===== config.mk =====
export PLATFORM = sky130hd
export DESIGN_NAME = shift_cmd_ctrl
export DESIGN_NICKNAME = d
export VERILOG_FILES = /design/src/rtl/shift_cmd_ctrl_pkg.sv /design/src/rtl/shift_cmd_ctrl_core.sv /design/src/rtl/shift_cmd_ctrl.sv
export SDC_FILE = /design/constraint.sdc
export NUM_CORES = 1
export LEC_CHECK = 0
export CAP_MARGIN = 20
export CORE_ASPECT_RATIO = 0.9
export CORE_MARGIN = 3
export CORE_UTILIZATION = 42
export CTS_CLUSTER_SIZE = 30
export DETAILED_ROUTE_END_ITERATION = 8
export GPL_ROUTABILITY_DRIVEN = 0
export GPL_TIMING_DRIVEN = 1
export HOLD_SLACK_MARGIN = 0.12
export PLACE_DENSITY = 0.74
export SYNTH_ARGS = -nofsm -noshare
export SYNTH_HDL_FRONTEND = slang
export SYNTH_SLANG_ARGS = --single-unit

===== constraint.sdc =====
create_clock -name clk -period 1.69 [get_ports clk]
set_input_delay 0.507 -clock clk [delete_from_list [all_inputs] [get_ports clk]]
set_output_delay 0.507 -clock clk [all_outputs]
set_load 0.05 [all_outputs]

===== src/rtl/shift_cmd_ctrl_pkg.sv =====
// Shared types and constants for the shift command controller.
package shift_ctrl_pkg;

  // Controller FSM states
  typedef enum logic [1:0] {
    IDLE  = 2'd0,
    SHIFT = 2'd1,
    RESP  = 2'd2
  } state_t;

  // Shift direction encoding of cmd_dir
  localparam logic DIR_LEFT  = 1'b0;
  localparam logic DIR_RIGHT = 1'b1;

endpackage


===== src/rtl/shift_cmd_ctrl_core.sv =====
// Bidirectional WIDTH-bit shift register; holds when l and r agree.
module bidir_shift_core #(
  parameter int WIDTH = 4
) (
  input  logic             clk,
  input  logic             rst_n,
  input  logic             l,
  input  logic             r,
  input  logic             d,
  output logic [WIDTH-1:0] q
);

  // Shift register: left moves toward MSB with d at q[0], right moves toward LSB with d at MSB
  always_ff @(posedge clk or negedge rst_n) begin
    if (!rst_n) begin
      q <= '0;
    end else if (l && !r) begin
      q <= {q[WIDTH-2:0], d};
    end else if (r && !l) begin
      q <= {d, q[WIDTH-1:1]};
    end else begin
      q <= q;
    end
  end

endmodule


===== src/rtl/shift_cmd_ctrl.sv =====
// Command sequencer: accepts one shift command, drives the shift core for
// the clamped number of cycles, then presents the register contents.
module shift_cmd_ctrl
  import shift_ctrl_pkg::*;
#(
  parameter int WIDTH = 4,
  parameter int CNT_W = $clog2(WIDTH + 1)
) (
  input  logic             clk,
  input  logic             rst_n,
  input  logic             cmd_valid,
  output logic             cmd_ready,
  input  logic             cmd_dir,
  input  logic [CNT_W-1:0] cmd_len,
  input  logic [WIDTH-1:0] cmd_data,
  output logic             rsp_valid,
  input  logic             rsp_ready,
  output logic [WIDTH-1:0] rsp_q,
  output logic             busy,
  output logic             l,
  output logic             r,
  output logic             d
);

  localparam logic [CNT_W-1:0] LEN_MAX = CNT_W'(WIDTH);
  localparam logic [CNT_W-1:0] CNT_ONE = CNT_W'(1);

  state_t           r_state;
  state_t           w_next_state;
  logic             r_dir;
  logic [WIDTH-1:0] r_data;
  logic [CNT_W-1:0] r_cnt;
  logic [CNT_W-1:0] w_len;
  logic [WIDTH-1:0] w_q;

  // Requests longer than the register are clamped to a full-width shift
  always_comb begin
    w_len = cmd_len;
    if (cmd_len > LEN_MAX) begin
      w_len = LEN_MAX;
    end else begin
      w_len = cmd_len;
    end
  end

  // State register
  always_ff @(posedge clk or negedge rst_n) begin
    if (!rst_n) begin
      r_state <= IDLE;
    end else begin
      r_state <= w_next_state;
    end
  end

  // Next-state and output decode; outputs depend only on registered state and data
  always_comb begin
    w_next_state = r_state;
    cmd_ready    = 1'b0;
    busy         = 1'b0;
    l            = 1'b0;
    r            = 1'b0;
    d            = 1'b0;
    rsp_valid    = 1'b0;
    rsp_q        = '0;
    case (r_state)
      IDLE: begin
        cmd_ready = 1'b1;
        if (cmd_valid) begin
          if (w_len == '0) begin
            w_next_state = RESP;
          end else begin
            w_next_state = SHIFT;
          end
        end else begin
          w_next_state = IDLE;
        end
      end
      SHIFT: begin
        busy = 1'b1;
        l    = (r_dir == DIR_LEFT);
        r    = (r_dir == DIR_RIGHT);
        d    = r_data[0];
        if (r_cnt == CNT_ONE) begin
          w_next_state = RESP;
        end else begin
          w_next_state = SHIFT;
        end
      end
      RESP: begin
        busy      = 1'b1;
        rsp_valid = 1'b1;
        rsp_q     = w_q;
        if (rsp_ready) begin
          w_next_state = IDLE;
        end else begin
          w_next_state = RESP;
        end
      end
      default: begin
        w_next_state = IDLE;
      end
    endcase
  end

  // Command capture on acceptance; serial data and count consumed one per shift cycle
  always_ff @(posedge clk or negedge rst_n) begin
    if (!rst_n) begin
      r_dir  <= DIR_LEFT;
      r_data <= '0;
      r_cnt  <= '0;
    end else begin
      case (r_state)
        IDLE: begin
          if (cmd_valid) begin
            r_dir  <= cmd_dir;
            r_data <= cmd_data;
            r_cnt  <= w_len;
          end else begin
            r_dir  <= r_dir;
            r_data <= r_data;
            r_cnt  <= r_cnt;
          end
        end
        SHIFT: begin
          r_data <= {1'b0, r_data[WIDTH-1:1]};
          r_cnt  <= r_cnt - CNT_ONE;
        end
        default: begin
          r_dir  <= r_dir;
          r_data <= r_data;
          r_cnt  <= r_cnt;
        end
      endcase
    end
  end

  bidir_shift_core #(
    .WIDTH(WIDTH)
  ) u_core (
    .clk  (clk),
    .rst_n(rst_n),
    .l    (l),
    .r    (r),
    .d    (d),
    .q    (w_q)
  );

endmodule

After elaboration in Yosys (flattened, before gate mapping)
Cells that the tools add are included.

Input bits: 12. Bits in registers: 14. Output and inout port bits: 10. Logic and storage cells: 42.

Order comparisons: 1. Bitwise operators: 1. Equal/unequal tests: 4. Mux-type cells: 19. Add/sub/neg operators: 1. Reductions and logical operators: 11.

Operators by type and width (number): 4-bit two-way mux (4); 2-bit two-way mux (4); 4-bit case mux with 2 select lines (1); 1-bit two-way mux (6); 3-bit two-way mux (2); 2-bit case mux with 3 select lines (1); 3-bit case mux with 2 select lines (1); 2-bit AND reduction (2); 2-bit nonzero test (2); 3-bit by 1-bit equality test with 1-bit output (second input constant) (1); 3-bit greater-than comparator (second input constant) (1); 3-bit logical NOT (1); 3-bit by 1-bit subtractor with 3-bit output (second input constant) (1); 2-bit by 1-bit equality test with 1-bit output (second input constant) (1); 2-bit equality test (second input constant) (1); 1-bit logical AND (2); 1-bit logical NOT (2); 2-bit logical NOT (1); 2-bit inequality test (second input constant) (1); 2-bit OR reduction (1); 1-bit NOT (1).

Logic depth before layout (Yosys ltp)
Depth after elaboration: 6. Gate-level depth with buffers: 6. Gate-level depth less buffers: 5.

By module
A second synthesis with hierarchy kept.

Cell total of the unflattened synthesis: 85. Area total of the unflattened synthesis: 844.6 µm².

Modules (own cells, without submodules): shift_cmd_ctrl (seq. area each 250.2 µm², area an instance 641.9 µm², cells each 66, instances 1); bidir_shift_core (seq. area each 100.1 µm², area an instance 202.7 µm², cells each 19, instances 1).

Worst setup path after synthesis
OpenSTA, ideal clock, no wires.

Path type: reg-to-output. Start: register r_state[1]. End: output port l. Path slack: -0.414 ns. Data arrival time: 1.597 ns. Buffers on the path: 1. Cell stages (with the launch flop): 5. Data required time: 1.183 ns. Path through: dfrtp_1 -> inv_1 -> ha_1 -> buf_4 -> nor2b_1.

Word-level cells in the longest chain between the ends: 2.

RTL lines: from (decl) (line shift_cmd_ctrl.sv:28) `state_t r_state;`; from (signal assigned) (line shift_cmd_ctrl.sv:51) `r_state <= w_next_state;`; 2-bit by 1-bit equality test with 1-bit output (line shift_cmd_ctrl.sv:65) `case (r_state)`; 1-bit two-way mux (line shift_cmd_ctrl.sv:65); to (decl) (line shift_cmd_ctrl.sv:20) `output logic l,`.

Every way passes these cells.

Worst setup path in the final report
Start: register r_state[1]. End: output port rsp_q[1].

Word-level cells in the longest chain between the ends: 2.

RTL lines: 2-bit equality test (line shift_cmd_ctrl.sv:65); 4-bit two-way mux (line shift_cmd_ctrl.sv:65); to (decl) (line shift_cmd_ctrl.sv:18) `output logic [WIDTH-1:0] rsp_q,`.

Every way passes these cells.

==> flow_summary_export.csv <==
group,metric,value,unit
synth,ys_types,27,
setup_path,crit_chain,"buf_6 > ha_4 > and2_4 > buf_12",
layout,final_util,0.7461,
drt,drt.antenna.violating_nets,0,
setup_path,critPathRequiredTime,1.18,ns
cts,clk_pin_slew_worst_paths,0.09,ns
cts,numClockSinks,14,
sta,finalHoldViolations,0,
setup_path,crit_buf_inv,2,
power_and_ir_drop,irDropWorstVdd,0.001452,V
drt,via_per_inst,5.079,
synth,synth.area.top_cells,"dfrtp_1, mux2i_1, ha_1",
setup_path,critPathKind,"reg -> out",
drt,vias,711,
synth,synth_top_cell_area_share,0.4242,
drt,drt-initial-drc-count,6,
placement,place_hpwl,1.436,mm
layout,antenna_cells,0,
sta,finClkSkew,0.002873,ns
synth,synth.most_common_cell,"dfrtp_1",
die,io_pins,22,
sta,maxSlewViolCount,0,
synth,ys_seq_area_frac,0.4242,
drt,totalWireLength,1.950,mm
cts,tritoncts.num_buffers,3,
die,die_w,52.74,um
setup_path,critical-path-top-delay-family,"flip-flops",
die,start_util,0.4668,
setup_path,critPathLaunchType,"flop",
min_path,hp-class,"reg -> reg",
status,violations,"setup timing",
cts,clock_latency,0.28,ns
drt,remaining_drc_errors,0,
setup_path,cpMaxStageDelayCell,"dfrtp_1",
grt,grt_pass1_vias,669,
sta,worst_slack,-0.1319,ns
layout,layout-drive-gt1-share,0.3621,
grt,antenna_found_initial,0,
cts,cts_tree,"built",
synth,syn_avg_cell_area,9.715,sq um
cts,root_buffer,"clkbuf_4",
cts,clk_path_buf_depth,2,
layout,nets,135,
setup_path,arrival,1.31,ns
sta,holdWs,0.5116,ns
die,die_area,2535,sq um
sta,slew_headroom,0.7751,
setup_path,crit_path_end_kind,"output port",
die,num_rows,14,
sta,finalSetupViolCount,9,
synth,yosysWarningCount,0,
setup_path,max_stage_delay,0.42,ns
die,dieHeight,48.07,um
cts,htree_levels,1,
die,core,1769,sq um
synth,syn_area,825.8,sq um
sta,fin_crit_sh,1.078,
synth,syn-num-nets,103,
placement,io_buffers,21,
synth,syn_inst,85,
sta,fmax,548.9,MHz
setup_path,cp_max_fo,6,
run,cap_violations,0,
cts,cts_hold_buffers,0,
sta,rsz0062_at_grt,"yes",
grt,grt_use_total,0.1804,
power_and_ir_drop,p_leak,0.5846,nW
status,outcome,"complete, but fails checks",
synth,yosys_register_bits,14,
synth,synth-edff-count,0,
grt,gr-total-overflow,0,
power_and_ir_drop,power_density,2263,nW/um^2
sta,fin_crit,1.822,ns
sta,worst_slew_pin_slew,0.3374,ns
synth,yosys-top-cells-count,"dfrtp_1, mux2i_1, a21oi_1, nand2_1",
synth,async_reset_ff_frac,1.000,
layout,synthToLayoutAreaGrowth,59.85,%
synth,synth_ff_type,"dfrtp_1",
drt,wl_per_cell,13.93,um
drt,drtPass1Iterations,4,
grt,grt_pass1_wl,3.167,mm
synth,synth.largest_area_cell,"dfrtp_1",
grt,grt_start_max_net_pins,15,
==> metrics by stage <==
| step | TNS (ns) | setup slack, ns | total power, mW | cells | cell area, sq um |
|---|---|---|---|---|---|
| floorplan | -0.1026 | -0.06981 | 1.892 | 85 | 867.1 |
| global placement | 0 | 0.02584 | 2.487 | 132 | 1219 |
| detailed placement | -0.1185 | -0.05726 | 2.564 | 132 | 1219 |
| CTS | -0.8032 | -0.1096 | 2.904 | 139 | 1296 |
| global route | -1.330 | -0.1816 | 3.172 | 140 | 1320 |
| finish | -0.8455 | -0.1319 | 2.987 | 140 | 1320 |
==> layout make-up <==
cell class,instances,area (sq um)
multi-input combinational,61,488.0
fill,126,449.2
timing repair buffer,31,389.1
sequential,14,351.6
clock buffer,4,36.28
tap,24,30.03
inverter,6,25.02
==> placed cells by master, fill, tap and decap left out, drive strengths merged, types with 2 or more instances in the layout <==
master	count
inv	6
nor2	4
buf	20
a31oi	2
nor2b	2
mux2i	8
dfrtp	14
and2	6
o21ai	4
clkbuf	4
nor3b	2
clkdlybuf4s50	11
nor3	3
nand2	7
ha	6
a21oi	7
==> report_power, final <==
part / leakage (nW) / switching (mW) / total [mW] / internal, mW
Combinational: 0.398 / 1.03 / 2.07 / 1.03
Clock: 0.0210 / 0.115 / 0.246 / 0.131
Sequential: 0.165 / 0.172 / 0.675 / 0.503
Total: 0.585 / 1.32 / 2.99 / 1.67
==> worst paths after layout <==
path                               to  slack [ns]  startpoint  depth (start not counted)
setup / recovery             rsp_q[1]       -0.13  r_state[1]                          4
hold / removal              r_data[2]        0.51   r_data[2]                          2
setup reg to reg             r_cnt[1]        0.15  r_state[0]                          6
hold reg to reg             r_data[2]        0.51   r_data[2]                          2
max in group asynchronous  r_state[0]        0.98       rst_n                          2
min in group asynchronous    r_cnt[1]        0.52       rst_n                          2
==> sequential cells by signal (all words and copies together) (netlist names) <==
name	flops
r_cnt	3
r_state	2
r_data	4
r_dir	1
u_core.q	4
==> cell families (layout without fill, tap and decap cells) <==
kind of cell             Yosys count  in the layout  share of synthesized area
AND/OR/NAND/NOR                   29             29                     0.1879
AO/OA/AOI/OAI                     17             17                     0.1258
flip-flops                        14             14                     0.4242
buffers and inverters             10             41                    0.06060
multiplexers                       9              9                     0.1106
adder cells (fa/ha/maj)            6              6                    0.09091
==> what timing repair did <==
action / in CTS / in global routing
endpoints found under the setup margin: 10 / 16
gates resized for setup: 4 / 5
pin swaps: 4 / 1
buffers inserted: 3 / 1
==> worst register-to-register path, cell delays in order, from the launching register on <==
cell     delay, ns
dfrtp_2       0.45
inv_4         0.08
ha_2          0.26
mux2i_4       0.28
buf_4         0.20
nor3_1        0.06
a21oi_1       0.13
==> routing by layer <==
metal	vias to the layer above	track usage	part of all wire
li1	354	-	-
met1	332	0.2165	0.45
met2	21	0.3193	0.49
met3	4	0.02804	0.044
met4	0	0.09184	0.013
met5	-	0	0
Power figures use the tool's default switching activity.
==> variant 1: new RTL, config.mk and constraints unchanged <==
Encoding of `state_t`: now one-hot (3 bits for 3 states).
--- a/src/rtl/shift_cmd_ctrl_pkg.sv
+++ b/src/rtl/shift_cmd_ctrl_pkg.sv
@@ -2,10 +2,10 @@
 package shift_ctrl_pkg;
 
   // Controller FSM states
-  typedef enum logic [1:0] {
-    IDLE  = 2'd0,
-    SHIFT = 2'd1,
-    RESP  = 2'd2
+  typedef enum logic [2:0] {
+    IDLE  = 3'b001,
+    SHIFT = 3'b010,
+    RESP  = 3'b100
   } state_t;
 
   // Shift direction encoding of cmd_dir
Check against the original RTL: same outputs for any inputs over 10 cycles, from zero or initial values and one cycle with rst_n low; not proved beyond that.
==> variant 1 against the original RTL <==
The run still ends with setup timing left; setup slack lost 80 ps; sequential power grew 4.1%; maximum frequency shrank 4.2%; sequential cell count grew 1; clock power shrank 18%; critical path depth shrank 1; synthesized area shrank 0.30%; power shrank 32%; hold slack lost 25 ps; design area shrank 1.3%; wire length shrank 4.5%; global-route usage shrank 1.4 points; largest cell class unchanged; largest power group unchanged; highest routed layer unchanged.
==> variant 1: results (changes against the original RTL) <==
Global route
  • Number of global-route vias before repair: 664 (was 669)
  • Wire length of the first global-routing pass: 2.94 mm (was 3.17 mm)
  • Maximum number of pins on one net before global-route repair: 16 (was 15)
  • Gr usage total: 16.7% (was 18.0%)

Run status
  • Violated checks: setup timing (unchanged)
  • Result of the run: finished, violations left (unchanged)

Yosys
  • Post-synth cell types: 28 (was 27)
  • Leading post-synthesis cells by instance count: dfrtp_1 (14), mux2i_1 (11), nand2_1 (10) (was dfrtp_1 (14), mux2i_1 (8), a21oi_1 (7), nand2_1 (7))
  • Cells taking the most area after synthesis: dfrtp_1 (43%), mux2i_1 (13%), o21ai_0 (4.9%) (was dfrtp_1 (42%), mux2i_1 (9.7%), ha_1 (9.1%))
  • Synth Area in Compound Gates: 10.8% (was 12.6%)
  • Count of warnings emitted by yosys: 0 (unchanged)
  • Proportion of synthesized chip area in sequential cells: 45.7% (was 42.4%)
  • Syn Area/Cell: 10.0 um^2 (was 9.72 um^2)
  • Adder-cell share of the synthesized area: 3.04% (was 9.09%)

Place
  • Detailed placer's ending HPWL: 1.35 mm (was 1.44 mm)
  • Placed cells: 128 (was 132)
  • Post-detailed-placement cell area: 1200 um^2 (was 1220 um^2)

Final layout
  • Fraction of final layout cells with drive strength greater than 1: 36.4% (was 36.2%)
  • Registers with the most flip-flops: r_data: 4 flops, u_core.q: 4 flops (was r_data: 4 flops, u_core.q: 4 flops, r_cnt: 3 flops)

Setup path
  • Worst setup path startpoint: r_state[2] (was r_state[1])
  • Kind of cell adding the most delay to the critical path: simple AND/OR/NAND/NOR gates (was flip-flops)
  • Maximum fanout encountered on the critical timing path: 3 (was 6)
  • Worst reg2reg setup slack: 10 ps (was 150 ps)
  • Cell depth of the worst flop-to-flop path: 4 (was 6)
  • Endpoint of the most critical register-to-register path: r_cnt[2] (was r_cnt[1])
  • Arrival time reported for the critical path endpoint: 1390 ps (was 1310 ps)
  • Critical Path Slowest Stage Cell: or3b_4 (was dfrtp_1)
  • CP peak stage delay: 440 ps (was 420 ps)
  • Capturing instance or port of the critical path: l (was rsp_q[1])

Timing
  • Final worst clock skew: 1.68 ps (was 2.87 ps)
  • Setup-failing EPs final: 10 (was 9)
  • Slew margin rel.: 76.4% (was 77.5%)
  • Worst Slack Setup Final: -211 ps (was -132 ps)

Clocking
  • Total clock buffers created by CTS: 3 (unchanged)

Detailed routing
  • DRT iter0 DRCs: 8 (was 6)
  • Average detailed-routed wire length per instance: 13.9 um (about the same)
  • Final wirelength: 1.86 mm (was 1.95 mm)
  • Average via count per standard cell: 5.14 (was 5.08)

Hold path
  • Startpoint of the most critical hold path: r_data[1] (was r_data[2])

Pwr
  • Switch Pwr: 0.818 mW (was 1.32 mW)
  • Leakage power: 0.570 nW (was 0.585 nW)
  • Largest voltage drop on the vdd net: 0.833 mV (was 1.45 mV)
==> variant 1: changes by cell type in the layout (fill, tap and decap cells not counted), sizes merged, moves of 3 or more <==
| cell | before | now |
|---|---|---|
| ha | 6 | 2 |
| and3 | 0 | 4 |
| a21oi | 7 | 0 |
| o21ai | 4 | 8 |
| and2 | 6 | 2 |
| mux2i | 8 | 11 |
| nand2 | 7 | 10 |
==> variant 1: logic make-up (layout without fill, tap and decap cells) <==
group	Yosys count	count (layout)
fa+ha+maj	2	2
buf+inv	10	38
mux	13	13
flops	15	15
compound gates	14	14
simple gates	28	28
==> variant 1: per-layer routing <==
layer	GRT usage, %	vias up	share of wire, %
li1	-	344	-
met1	20.3	327	45
met2	30.2	16	50
met3	2.80	2	4.6
met4	6.12	0	0.64
met5	0	-	0
==> variant 1: power groups by stage <==
stage	logic (mW)	clock network, mW	registers (mW)
3_3_place_gp	0.989	0	0.674
5_1_grt	1.20	0.230	0.729
2_1_floorplan	0.697	0	0.632
4_1_cts	1.11	0.209	0.700
3_5_place_dp	1.02	0	0.688
6_report	1.12	0.202	0.703
==> variant 1: worst min-delay path by stage <==
| stage | to | slack (ps) |
|---|---|---|
| after floorplan | r_cnt[0] | 210 |
| after global placement | r_data[0] | 460 |
| after detailed placement | r_data[0] | 470 |
| after CTS | r_data[0] | 490 |
| after global routing | r_data[2] | 540 |
| final | r_data[0] | 490 |
==> variant 1: what timing repair did <==
item                       in CTS  in global routing
buffers inserted                1                  1
gates resized for setup        14                  0
setup endpoints to repair      11                 11
pin swaps                       8                  1
==> variant 1: worst min-delay path: cells and delay by family (launching register included) <==
family / cells / cell delay (ps)
simple gates: 1 / 50
flops: 1 / 350
compound gates: 1 / 60
==> variant 1: stage by stage <==
| step | TNS (ps) | utilization, % | hold WS [ps] | setup slack [ps] | power, mW |
|---|---|---|---|---|---|
| final | -1600 | 74.4 | 487 | -211 | 2.03 |
| after global placement | -1460 | 68.7 | 457 | -196 | 1.66 |
| after CTS | -1830 | 73.9 | 490 | -229 | 2.02 |
| after floorplan | -749 | - | 211 | -214 | 1.33 |
| after detailed placement | -1630 | 68.7 | 468 | -226 | 1.71 |
| after global routing | -2350 | 74.4 | 537 | -277 | 2.16 |
==> variant 1: layout make-up <==
type                    count  area (um^2)
clock buffers               4         26.3
fillers                   121          449
inverters                   4         15.0
multi-input cells          57          469
flip-flops and latches     15          377
well taps                  24         30.0
repair buffers             30          385
==> variant 2: new RTL, config.mk and constraints unchanged <==
Made on the original files. `WIDTH` is set to 4 in 2 places; all go to 8.
--- a/src/rtl/shift_cmd_ctrl_core.sv
+++ b/src/rtl/shift_cmd_ctrl_core.sv
@@ -1,6 +1,6 @@
 // Bidirectional WIDTH-bit shift register; holds when l and r agree.
 module bidir_shift_core #(
-  parameter int WIDTH = 4
+  parameter int WIDTH = 8
 ) (
   input  logic             clk,
   input  logic             rst_n,
--- a/src/rtl/shift_cmd_ctrl.sv
+++ b/src/rtl/shift_cmd_ctrl.sv
@@ -3,7 +3,7 @@
 module shift_cmd_ctrl
   import shift_ctrl_pkg::*;
 #(
-  parameter int WIDTH = 4,
+  parameter int WIDTH = 8,
   parameter int CNT_W = $clog2(WIDTH + 1)
 ) (
   input  logic             clk,
Interface: changed (resized cmd_data, cmd_len and rsp_q); port bits go from 22 to 31. The function was not compared with the original's and may differ.
==> variant 2 against the original RTL <==
The flow still finishes with violations (setup timing); design area grew 61%; non-clock buffer count increased by 25; sequential share of layout area up 0.46 points; final cell count is 59% higher; setup slack worse by 83 ps; synthesized area grew 56%; die area is 48% higher; sequential cell count is 9 higher; sequential power increased by 54%; power grew 41%; wire length is 63% higher; critical path type unchanged.
==> variant 2: results (changes against the original RTL) <==
Final layout
  • Fraction of final layout cells with drive strength greater than 1: 38.8% (was 36.2%)
  • Filler cell count in the final layout: 199 (was 126)
  • Final #Nets: 207 (was 135)
  • Registers with the most flip-flops: r_data: 8 flops, u_core.q: 8 flops, r_cnt: 4 flops (was r_data: 4 flops, u_core.q: 4 flops, r_cnt: 3 flops)

Run status
  • Violated checks: setup timing (unchanged)
  • Result of the run: finished, violations left (unchanged)

Timing
  • Worst Slack Setup Final: -214 ps (was -132 ps)
  • Accumulated negative setup slack: -2820 ps (was -846 ps)
  • Setup-failing EPs final: 17 (was 9)
  • Slew margin rel.: 77.4% (was 77.5%)
  • Final worst clock skew: 4.51 ps (was 2.87 ps)

Global route
  • Grt met3 use: 3.44% (was 2.80%)
  • Wire length of the first global-routing pass: 4.77 mm (was 3.17 mm)
  • Global routing met1 resource utilization: 19.7% (was 21.6%)
  • Gr usage total: 16.3% (was 18.0%)
  • Maximum number of pins on one net before global-route repair: 24 (was 15)
  • Met2 GRT Util: 28.7% (was 31.9%)

Pwr
  • Leakage power: 0.945 nW (was 0.585 nW)
  • Main power-consuming group: combinational cells (unchanged)
  • Largest voltage drop on the vdd net: 1.34 mV (was 1.45 mV)
  • Portion of total power attributed to sequential cells: 24.7% (was 22.6%)
  • Internal portion of total power: 2.42 mW (was 1.67 mW)
  • Clk power: 0.265 mW (was 0.246 mW)

Yosys
  • Post-Synthesis Net Count: 153 (was 103)
  • Post-synth cell types: 29 (was 27)
  • Leading post-synthesis cells by instance count: dfrtp_1 (23), mux2i_1 (15), a21oi_1 (10), and2_1 (10) (was dfrtp_1 (14), mux2i_1 (8), a21oi_1 (7), nand2_1 (7))
  • Cells taking the most area after synthesis: dfrtp_1 (45%), mux2i_1 (12%), ha_1 (5.8%) (was dfrtp_1 (42%), mux2i_1 (9.7%), ha_1 (9.1%))
  • Proportion of synthesized chip area in sequential cells: 44.8% (was 42.4%)

Clocking
  • Clock insertion delay at the later pin of the skew report: 320 ps (was 280 ps)
  • CTS clock-pin slew for the worst setup and hold paths: 130 ps (was 90 ps)

Setup path
  • Arrival time reported for the critical path endpoint: 1400 ps (was 1310 ps)
  • Maximum fanout encountered on the critical timing path: 4 (was 6)
  • Kind of cell adding the most delay to the critical path: flip-flops (unchanged)

Detailed routing
  • DRT iter0 DRCs: 35 (was 6)
  • Average detailed-routed wire length per instance: 14.2 um (was 13.9 um)
  • Average via count per standard cell: 5.04 (was 5.08)

Place
  • IO Port Bufs: 30 (was 21)
  • Pre-CTS worst setup slack: -161 ps (was -57.3 ps)
  • Detailed placer's ending HPWL: 2.19 mm (was 1.44 mm)
## variant 2: changes by cell type after synthesis, sizes merged, moves of 4 or more
cell and delta:
nor2 +5, o21ai +5, dfrtp +9, mux2i +8
and2 +4
## variant 2: cell type report
class,count,area [um^2],area share (%)
clock inverters,1,5.00,0.236
repair buffers,56,691,32.5
flip-flops and latches,23,576,27.1
clock buffers,3,22.5,1.06
well taps,40,50.0,2.36
inverters,6,25.0,1.18
multi-input cells,94,756,35.6
## variant 2: path summary, 6_finish.rpt
path / from / end / slack [ps] / cells past startpoint
max in group asynchronous: rst_n / r_data[2] / 930 / 2
max reg2reg: r_state[0] / r_cnt[2] / -120 / 8
min reg2reg: r_data[2] / r_data[2] / 510 / 2
min: r_data[2] / r_data[2] / 510 / 2
min in group asynchronous: rst_n / u_core.q[0] / 520 / 2
max: r_state[1] / d / -210 / 5
## variant 2: worst min-delay path, cell delays in order (launching register included)
cell and delay (ps):
dfrtp_1 370, nand2_1 50, o21ai_1 60
## variant 2: cell families (layout without fill, tap and decap cells)
group           Yosys count  in the layout  synth area share (%)
simple gates             46             46                  19.5
compound gates           25             25                  11.2
flops                    23             23                  44.8
mux                      17             17                  13.6
buf+inv                  13             66                  5.06
fa+ha+maj                 6              6                  5.84
## variant 2: metrics by stage
step           instances  area, um^2
2_1_floorplan        130        1350
3_3_place_gp         208        1890
3_5_place_dp         208        1890
4_1_cts              219        2010
5_1_grt              223        2120
6_report             223        2120
## variant 2: timing repair
action | CTS | global route
pin swaps | 3 | 1
gates resized for setup | 11 | 22
setup buffers | 7 | 2
gates cloned | 0 | 2
setup endpoints to repair | 14 | 24
## variant 2: layer usage
metal	up-vias	routed length (um)
met2	29	1640
li1	560	-
met1	528	1350
met5	-	0
met3	8	132
met4	0	57
